===== src/rtl/shift_feeder_4094.sv =====
// Feeds bytes from a valid/ready producer to a CD4094 shift-register driver and generates its wr_en strobe.
// Latency: byte accepted into an empty FIFO at edge E is loaded with sr_rd_en at E+1; backpressure via in_ready when FIFO is full.
module shift_feeder_4094 #(
    parameter int CLK_DIV    = 6,
    parameter int DEPTH_LOG2 = 2
) (
    input  logic                  clk,
    input  logic                  rst_n,
    input  logic [7:0]            in_data,
    input  logic                  in_valid,
    output logic                  in_ready,
    input  logic [1:0]            sr_state,
    output logic                  sr_rd_en,
    output logic [7:0]            sr_data,
    output logic                  sr_wr_en,
    output logic [DEPTH_LOG2:0]   fifo_level,
    output logic                  busy,
    output logic                  err
);

    localparam int                  DEPTH    = 1 << DEPTH_LOG2;
    localparam int                  DIV_W    = $clog2(CLK_DIV);
    localparam logic [DIV_W-1:0]    DIV_LAST = DIV_W'(CLK_DIV - 1);
    localparam logic [DIV_W-1:0]    DIV_ONE  = DIV_W'(1);
    localparam logic [DEPTH_LOG2:0] LVL_FULL = (DEPTH_LOG2 + 1)'(DEPTH);
    localparam logic [DEPTH_LOG2:0] LVL_ONE  = (DEPTH_LOG2 + 1)'(1);
    localparam logic [DEPTH_LOG2-1:0] PTR_ONE = DEPTH_LOG2'(1);

    localparam logic [1:0] ST_IDLE  = 2'd0;
    localparam logic [1:0] ST_ISSUE = 2'd1;
    localparam logic [1:0] ST_ARM   = 2'd2;
    localparam logic [1:0] ST_WAIT  = 2'd3;

    logic [DIV_W-1:0]      div_q, div_d;
    logic                  wr_en_q, wr_en_d;
    logic [7:0]            mem_q [DEPTH];
    logic [DEPTH_LOG2-1:0] wr_ptr_q, wr_ptr_d;
    logic [DEPTH_LOG2-1:0] rd_ptr_q, rd_ptr_d;
    logic [DEPTH_LOG2:0]   level_q, level_d;
    logic [1:0]            state_q, state_d;
    logic                  rd_en_q, rd_en_d;
    logic [7:0]            data_q, data_d;
    logic                  err_q, err_d;
    logic                  push, pop;

    assign in_ready = (level_q != LVL_FULL);
    assign push     = in_valid && in_ready;

    // Strobe divider runs regardless of dispatch activity.
    always_comb begin
        div_d   = (div_q == DIV_LAST) ? '0 : div_q + DIV_ONE;
        wr_en_d = wr_en_q ^ (div_q == DIV_LAST);
    end

    always_comb begin
        state_d = state_q;
        rd_en_d = 1'b0;
        data_d  = data_q;
        err_d   = err_q;
        pop     = 1'b0;
        case (state_q)
            ST_IDLE: begin
                if (level_q != '0 && sr_state == 2'd0) begin
                    state_d = ST_ISSUE;
                    rd_en_d = 1'b1;
                    data_d  = mem_q[rd_ptr_q];
                    pop     = 1'b1;
                end
            end
            ST_ISSUE: state_d = ST_ARM;
            ST_ARM: begin
                // Driver still idle one cycle after the load pulse: it missed the byte.
                if (sr_state != 2'd0) begin
                    state_d = ST_WAIT;
                end else begin
                    err_d   = 1'b1;
                    state_d = ST_IDLE;
                end
            end
            ST_WAIT: if (sr_state == 2'd0) state_d = ST_IDLE;
            default: state_d = ST_IDLE;
        endcase
    end

    always_comb begin
        wr_ptr_d = push ? wr_ptr_q + PTR_ONE : wr_ptr_q;
        rd_ptr_d = pop  ? rd_ptr_q + PTR_ONE : rd_ptr_q;
        level_d  = level_q;
        if (push && !pop)      level_d = level_q + LVL_ONE;
        else if (pop && !push) level_d = level_q - LVL_ONE;
    end

    always_ff @(posedge clk) begin
        if (!rst_n) begin
            div_q    <= '0;
            wr_en_q  <= 1'b0;
            wr_ptr_q <= '0;
            rd_ptr_q <= '0;
            level_q  <= '0;
            state_q  <= ST_IDLE;
            rd_en_q  <= 1'b0;
            data_q   <= '0;
            err_q    <= 1'b0;
        end else begin
            div_q    <= div_d;
            wr_en_q  <= wr_en_d;
            wr_ptr_q <= wr_ptr_d;
            rd_ptr_q <= rd_ptr_d;
            level_q  <= level_d;
            state_q  <= state_d;
            rd_en_q  <= rd_en_d;
            data_q   <= data_d;
            err_q    <= err_d;
        end
    end

    always_ff @(posedge clk) begin
        if (rst_n && push) mem_q[wr_ptr_q] <= in_data;
    end

    assign sr_rd_en   = rd_en_q;
    assign sr_data    = data_q;
    assign sr_wr_en   = wr_en_q;
    assign fifo_level = level_q;
    assign busy       = (level_q != '0) || (state_q != ST_IDLE);
    assign err        = err_q;

endmodule


===== config.mk =====
export PLATFORM = sky130hd
export DESIGN_NAME = shift_feeder_4094
export DESIGN_NICKNAME = d
export VERILOG_FILES = /design/src/rtl/shift_feeder_4094.sv
export SDC_FILE = /design/constraint.sdc
export NUM_CORES = 1
export LEC_CHECK = 0
export CORE_MARGIN = 5
export CORE_UTILIZATION = 50
export CTS_BUF_LIST = sky130_fd_sc_hd__clkbuf_4 sky130_fd_sc_hd__clkbuf_8
export CTS_CLUSTER_DIAMETER = 150
export CTS_CLUSTER_SIZE = 10
export DETAILED_ROUTE_END_ITERATION = 12
export PLACE_DENSITY = 0.73
export SLEW_MARGIN = 15
export SYNTH_ARGS = -nofsm -noshare
export SYNTH_HDL_FRONTEND = slang
export SYNTH_SLANG_ARGS = --single-unit

===== constraint.sdc =====
create_clock -name clk -period 3.1 [get_ports clk]
set_input_delay 0.62 -clock clk [delete_from_list [all_inputs] [get_ports clk]]
set_output_delay 0.62 -clock clk [all_outputs]
set_load 0.1 [all_outputs]

# Word-level counts from Yosys, hierarchy flattened
# Memory sizes are Yosys's and may differ from the RTL's. A register that Yosys moved wholly into a read port is not among the register bits.
# Cells that the tools add are included.
# op_classes
addsub	5
n_mul	0
div	0
magnitude_cmp	0
eq_ne	7
shift	0
muxes	10
n_bitwise	3
reduce_logical	19
# op_table
cell	count
case mux 2 bit (4 select lines)	1
adder 3 x 1 -> 3 bit, second input constant	2
2-to-1 mux 2 bit	3
2-to-1 mux 3 bit	2
AND reduction 2 bit	3
nonzero test 2 bit	3
logical AND 1 bit	5
adder 2 x 1 -> 2 bit, second input constant	2
== test 2 bit, second input constant	2
zero test 2 bit	2
2-to-1 mux 1 bit	4
!= test 2 bit, second input constant	2
== test 3 bit, second input constant	1
zero test 1 bit	3
!= test 3 bit, second input constant	1
nonzero test 3 bit	1
subtractor 3 x 1 -> 3 bit, second input constant	1
== test 2 x 1 -> 1 bit, second input constant	1
inverter 1 bit	2
OR reduction 2 bit	1
logical OR 1 bit	1
XOR 1 bit	1
# word_totals
reg_bits	15
latchBits	0
mem_bits_rw	32
mem_bits_ro	0
inputBits	13
output_inout_bits	16
word_cells	53
memories	1
# memory_table
memory	depth	word_bits	rd	rd_ports_with_merged_regs	write_ports	line	source
mem_q	4	8	1	1	1	36	logic [7:0] mem_q [DEPTH];

# Longest topological paths before layout
# depth
word_depth	7
mapped_depth	10
ltp_nobuf	9

# Least setup slack after synthesis
# Ideal clock, no wire load.
# synth_timing
path_type	register to register
start	register level_q[0], in the netlist fifo_level[0]
end	register level_q[2], in the netlist fifo_level[2]
setup_time_ps	70
arrival_ps	2746
required_time_ps	3030
slack_ps	284
path_stages_with_launch	10
n_path_buf	0
period_less_slack_ps	2816
cell_sequence	dfxtp_1 > nor3_1 > nor2_2 > inv_1 > ha_1 > inv_1 > fa_1 > xor2_1 > or3_1 > a21oi_1
# synth_via
elab_chain_len	7
elab_cells_between_ends	15
classes_between	2 x add/sub; 1 x eq/ne; 4 x mux; 8 x reduce/logical
# synth_rtl
item	line	source
start, declared	39	logic [DEPTH_LOG2:0] level_q, level_d;
start signal, assigned	109	level_q <= level_d;
nonzero test 3 bit	63	if (level_q != '0 && sr_state == 2'd0) begin
logical AND 1 bit	63	
2-to-1 mux 1 bit	63	
2-to-1 mux 1 bit	61	case (state_q)
zero test 1 bit	89	if (push && !pop) level_d = level_q + LVL_ONE;
logical AND 1 bit	89	
2-to-1 mux 3 bit or nonzero test 2 bit (tied branches)	n/a	
# Several ways; a longest one is shown, not always the timed one. The select of a mux whose other input is x is not followed.
# A chain may end at the register's enable or synchronous reset.

# Worst setup path after layout
# layout_timing
start	input sr_state[1]
end	register level_q[2], in the netlist fifo_level[2]
# layout_via
elab_chain_len	7
elab_cells_between_ends	9
classes_between	3 x mux; 6 x reduce/logical
# layout_rtl
item	line	source
start, declared	12	input logic [1:0] sr_state,
zero test 2 bit *	63	
logical AND 1 bit *	63	
2-to-1 mux 1 bit *	63	
2-to-1 mux 1 bit *	61	
zero test 1 bit	89	
logical AND 1 bit	89	
2-to-1 mux 3 bit or nonzero test 2 bit (tied branches)	n/a	
# Mark *: on every way between the ends. The rest lies on a longest branch, timed or not.

==> impl_metrics.csv <==
group,metric,value,unit
die,io_pins,29,
sta,slew_headroom,57.2,%
sta,setup_viol,0,
critical_path,path_max_fanout,6,
sta,clock.fmax,380,MHz
critical_path,startpoint,"sr_state[1]",
clock_network,cts_htree_levels,2,
critical_path,arrival,2.87,ns
yosys,yosys_warnings,0,
clock_network,cts_buffers,5,
route,postRouteAntennaNets,0,
clock_network,clk_latency,0.30,ns
die,core,0.00406,mm²
grt,antenna_found_initial,0,
route,firstDrtPassIters,4,
sta,grt_setup_unrepaired,"no",
clock_network,cts_tree,"built",
grt,grt_start_max_net_pins,16,
yosys,synth_nets,171,
grt,grt_pass1_wl,6130,µm
yosys,netlist_area,0.00214,mm²
die,dieArea,0.00568,mm²
sta,slew_viol_final,0,
critical_path,cp-end-kind,"flop",
power,power.total,2160,µW
worst_hold_path,hp-class,"flop to flop",
outcome,status,"finished, final reports clean",
finish,area_growth,18.4,%
critical_path,rrSetupSlack,0.82,ns
sta,fin_crit,2.63,ns
yosys,ys_seq_area_share,66.5,%
placed_design,place_congestion,0.707,
sta,worst_slew_pin_slew,0.641,ns
power,vdd_ir_drop_max,342,µV
route,routed_via_density,5.51,
sta,fin_tns_setup,0,ns
die,die_y,75.4,µm
placed_design,dp_hpwl,2640,µm
grt,grt_pass1_vias,1278,
clock_network,ctsResizeCount,0,
clock_network,cts-hold-fix-buffers,0,
clock_network,clk_pin_slew,0.09,ns
route,drtIter0Drc,62,
critical_path,rr_worst_depth,9,
power,p_leak,0.000924,µW
clock_network,cts-root-buf,"clkbuf_8",
grt,grt_util_all_layers,15.0,%
route,drcViolationCount,0,
critical_path,r2r-end,"fifo_level[2]$_SDFFE_PN0P_",
sta,period_share,84.9,%
power,cellPowerDensity,856,mW/mm²
yosys,syn_area_per_cell,14.2,µm²
grt,grt_overflow,0,
critical_path,crit_path_end,"fifo_level[2]$_SDFFE_PN0P_",
sta,finalHoldViolations,0,
finish,antenna_cells,0,
route,post_drt_wl_per_cell,15.9,µm
critical_path,cp_data_required_time,3.33,ns
die,die_width,75.4,µm
die,rows,23,
sta,final.setup.worst_slack,0.469,ns
critical_path,r2r_start,"state_q[1]$_SDFFE_PN0P_",
critical_path,crit_type,"input pin to flop",
critical_path,cp-start-kind,"input pin",
sta,finClkSkew,0.00590,ns
route,vias,1289,
die,initial_utilization,52.7,%
finish,nets,204,
clock_network,post_cts_buffers,0,
placed_design,port_buffers,28,
yosys,synthCells,150,
finish,final_core_util,62.3,%
finish,drive_gt1_share,20.1,%
flow_run,maxCapViolCount,0,
clock_network,clockBufferDepth,2,
route,wirelength,3720,µm
clock_network,clkSinkCount,55,
placed_design,pre_cts_ws,0.163,ns
yosys,synth_seq_cells,55,
yosys,yosysUniqueCellTypes,28,
## worst max-delay path, stage by stage
cell and delay [ns]:
clkdlybuf4s50_1 0.43, or4_1 0.61, nor2_2 0.15, inv_1 0.08, ha_1 0.21, inv_1 0.07
fa_1 0.18, xor2_1 0.07, or3_1 0.30, a21oi_1 0.15
## metal layers
metal | routed length, µm | GRT usage (%) | up-vias | share of wire, %
met1 | 1450 | 17.2 | 640 | 39
li1 | - | - | 622 | -
met2 | 2090 | 26.6 | 21 | 56
met4 | 46 | 4.66 | 0 | 1.2
met5 | 0 | 0 | - | 0
met3 | 141 | 4.75 | 6 | 3.8
## worst min-delay path by stage
stage                                         end               startpoint  cells after the start
after CTS                 sr_data[4]$_SDFFE_PN0P_  sr_data[4]$_SDFFE_PN0P_                      2
after global routing      sr_data[4]$_SDFFE_PN0P_  sr_data[4]$_SDFFE_PN0P_                      2
after floorplan               div_q[0]$_SDFF_PP0_      div_q[0]$_SDFF_PP0_                      1
after global placement        div_q[0]$_SDFF_PP0_      div_q[0]$_SDFF_PP0_                      1
final                         div_q[0]$_SDFF_PP0_      div_q[0]$_SDFF_PP0_                      1
after detailed placement      div_q[0]$_SDFF_PP0_      div_q[0]$_SDFF_PP0_                      1
## flip-flops by register name (all words and copies together), names as in the netlist
register and flops:
div_q 3, err 1, fifo_level 3, mem_q 32
rd_ptr_q 2, sr_data 8, sr_rd_en 1, sr_wr_en 1
state_q 2, wr_ptr_q 2
## stage by stage
stage          hold slack, ns  area, µm²  cells
2_1_floorplan           0.421       2140    150
3_3_place_gp            0.431       2440    226
3_5_place_dp            0.453       2440    226
4_1_cts                 0.468       2530    234
5_1_grt                 0.492       2530    234
6_report                0.467       2530    234
## layout by cell type (no fill, tap or decap)
cell type	count
clkinv_2	1
buf_4	19
a31oi_1	1
and3_1	4
clkbuf_4	2
mux2i_1	1
or3_1	2
clkdlybuf4s50_1	12
mux4_2	8
ha_1	7
nand3_1	2
a211oi_1	1
nor3b_1	2
nor2_1	10
dfxtp_1	23
xor2_1	3
o2bb2ai_1	8
or4_1	2
nor3_1	1
o31ai_1	1
fa_1	1
inv_1	11
nor3_2	1
a21oi_1	7
nand2_1	11
clkbuf_8	5
nor2_2	1
edfxtp_1	32
o21ai_0	5
## cells in the mapped netlist
cell       instances  area [µm²]
and3_1             4        25.0
ha_1               7        87.6
dfxtp_1           23         460
nor3b_1            2        15.0
nand2_1           11        41.3
fa_1               1        20.0
o21ai_0            5        25.0
buf_1              1        3.75
clkbuf_1           2        7.51
nand3_1            2        10.0
nor2_1            10        37.5
xor2_1             3        26.3
edfxtp_1          32         961
mux2i_1            1        10.0
o31ai_1            1        7.51
nor2_2             1        6.26
nor3_2             1        10.0
or4_1              2        15.0
a211oi_1           1        7.51
a21oi_1            7        35.0
nor3_1             1        5.00
a31oi_1            1        6.26
or3_1              2        12.5
clkbuf_2           1        5.00
inv_1             11        41.3
o2bb2ai_1          8        70.1
buf_2              1        5.00
mux4_2             8         180
## power by group
| part | switching, µW | internal (µW) | leakage [µW] |
|---|---|---|---|
| combinational | 618 | 234 | 0.000397 |
| clock | 213 | 177 | 0.0000491 |
| sequential | 71.8 | 851 | 0.000478 |
## cell type report
type | count | area (µm²)
clock inverters | 1 | 5.00
flip-flops and latches | 55 | 1420
inverters | 11 | 41.3
multi-input cells | 79 | 653
well taps | 50 | 62.6
fillers | 308 | 1530
repair buffers | 31 | 263
clock buffers | 7 | 83.8
## logic make-up (layout without fill, tap and decap cells)
family / after synthesis / count (layout) / synth area share [%]
flip-flops: 55 / 55 / 66.5
AND/OR/NAND/NOR: 36 / 36 / 8.31
AO/OA/AOI/OAI: 23 / 23 / 7.08
buffers and inverters: 16 / 50 / 2.93
multiplexers: 9 / 9 / 8.90
adder cells (fa/ha/maj): 8 / 8 / 5.03
XOR/XNOR: 3 / 3 / 1.23
Note: power is estimated with default switching activity, not from simulation.
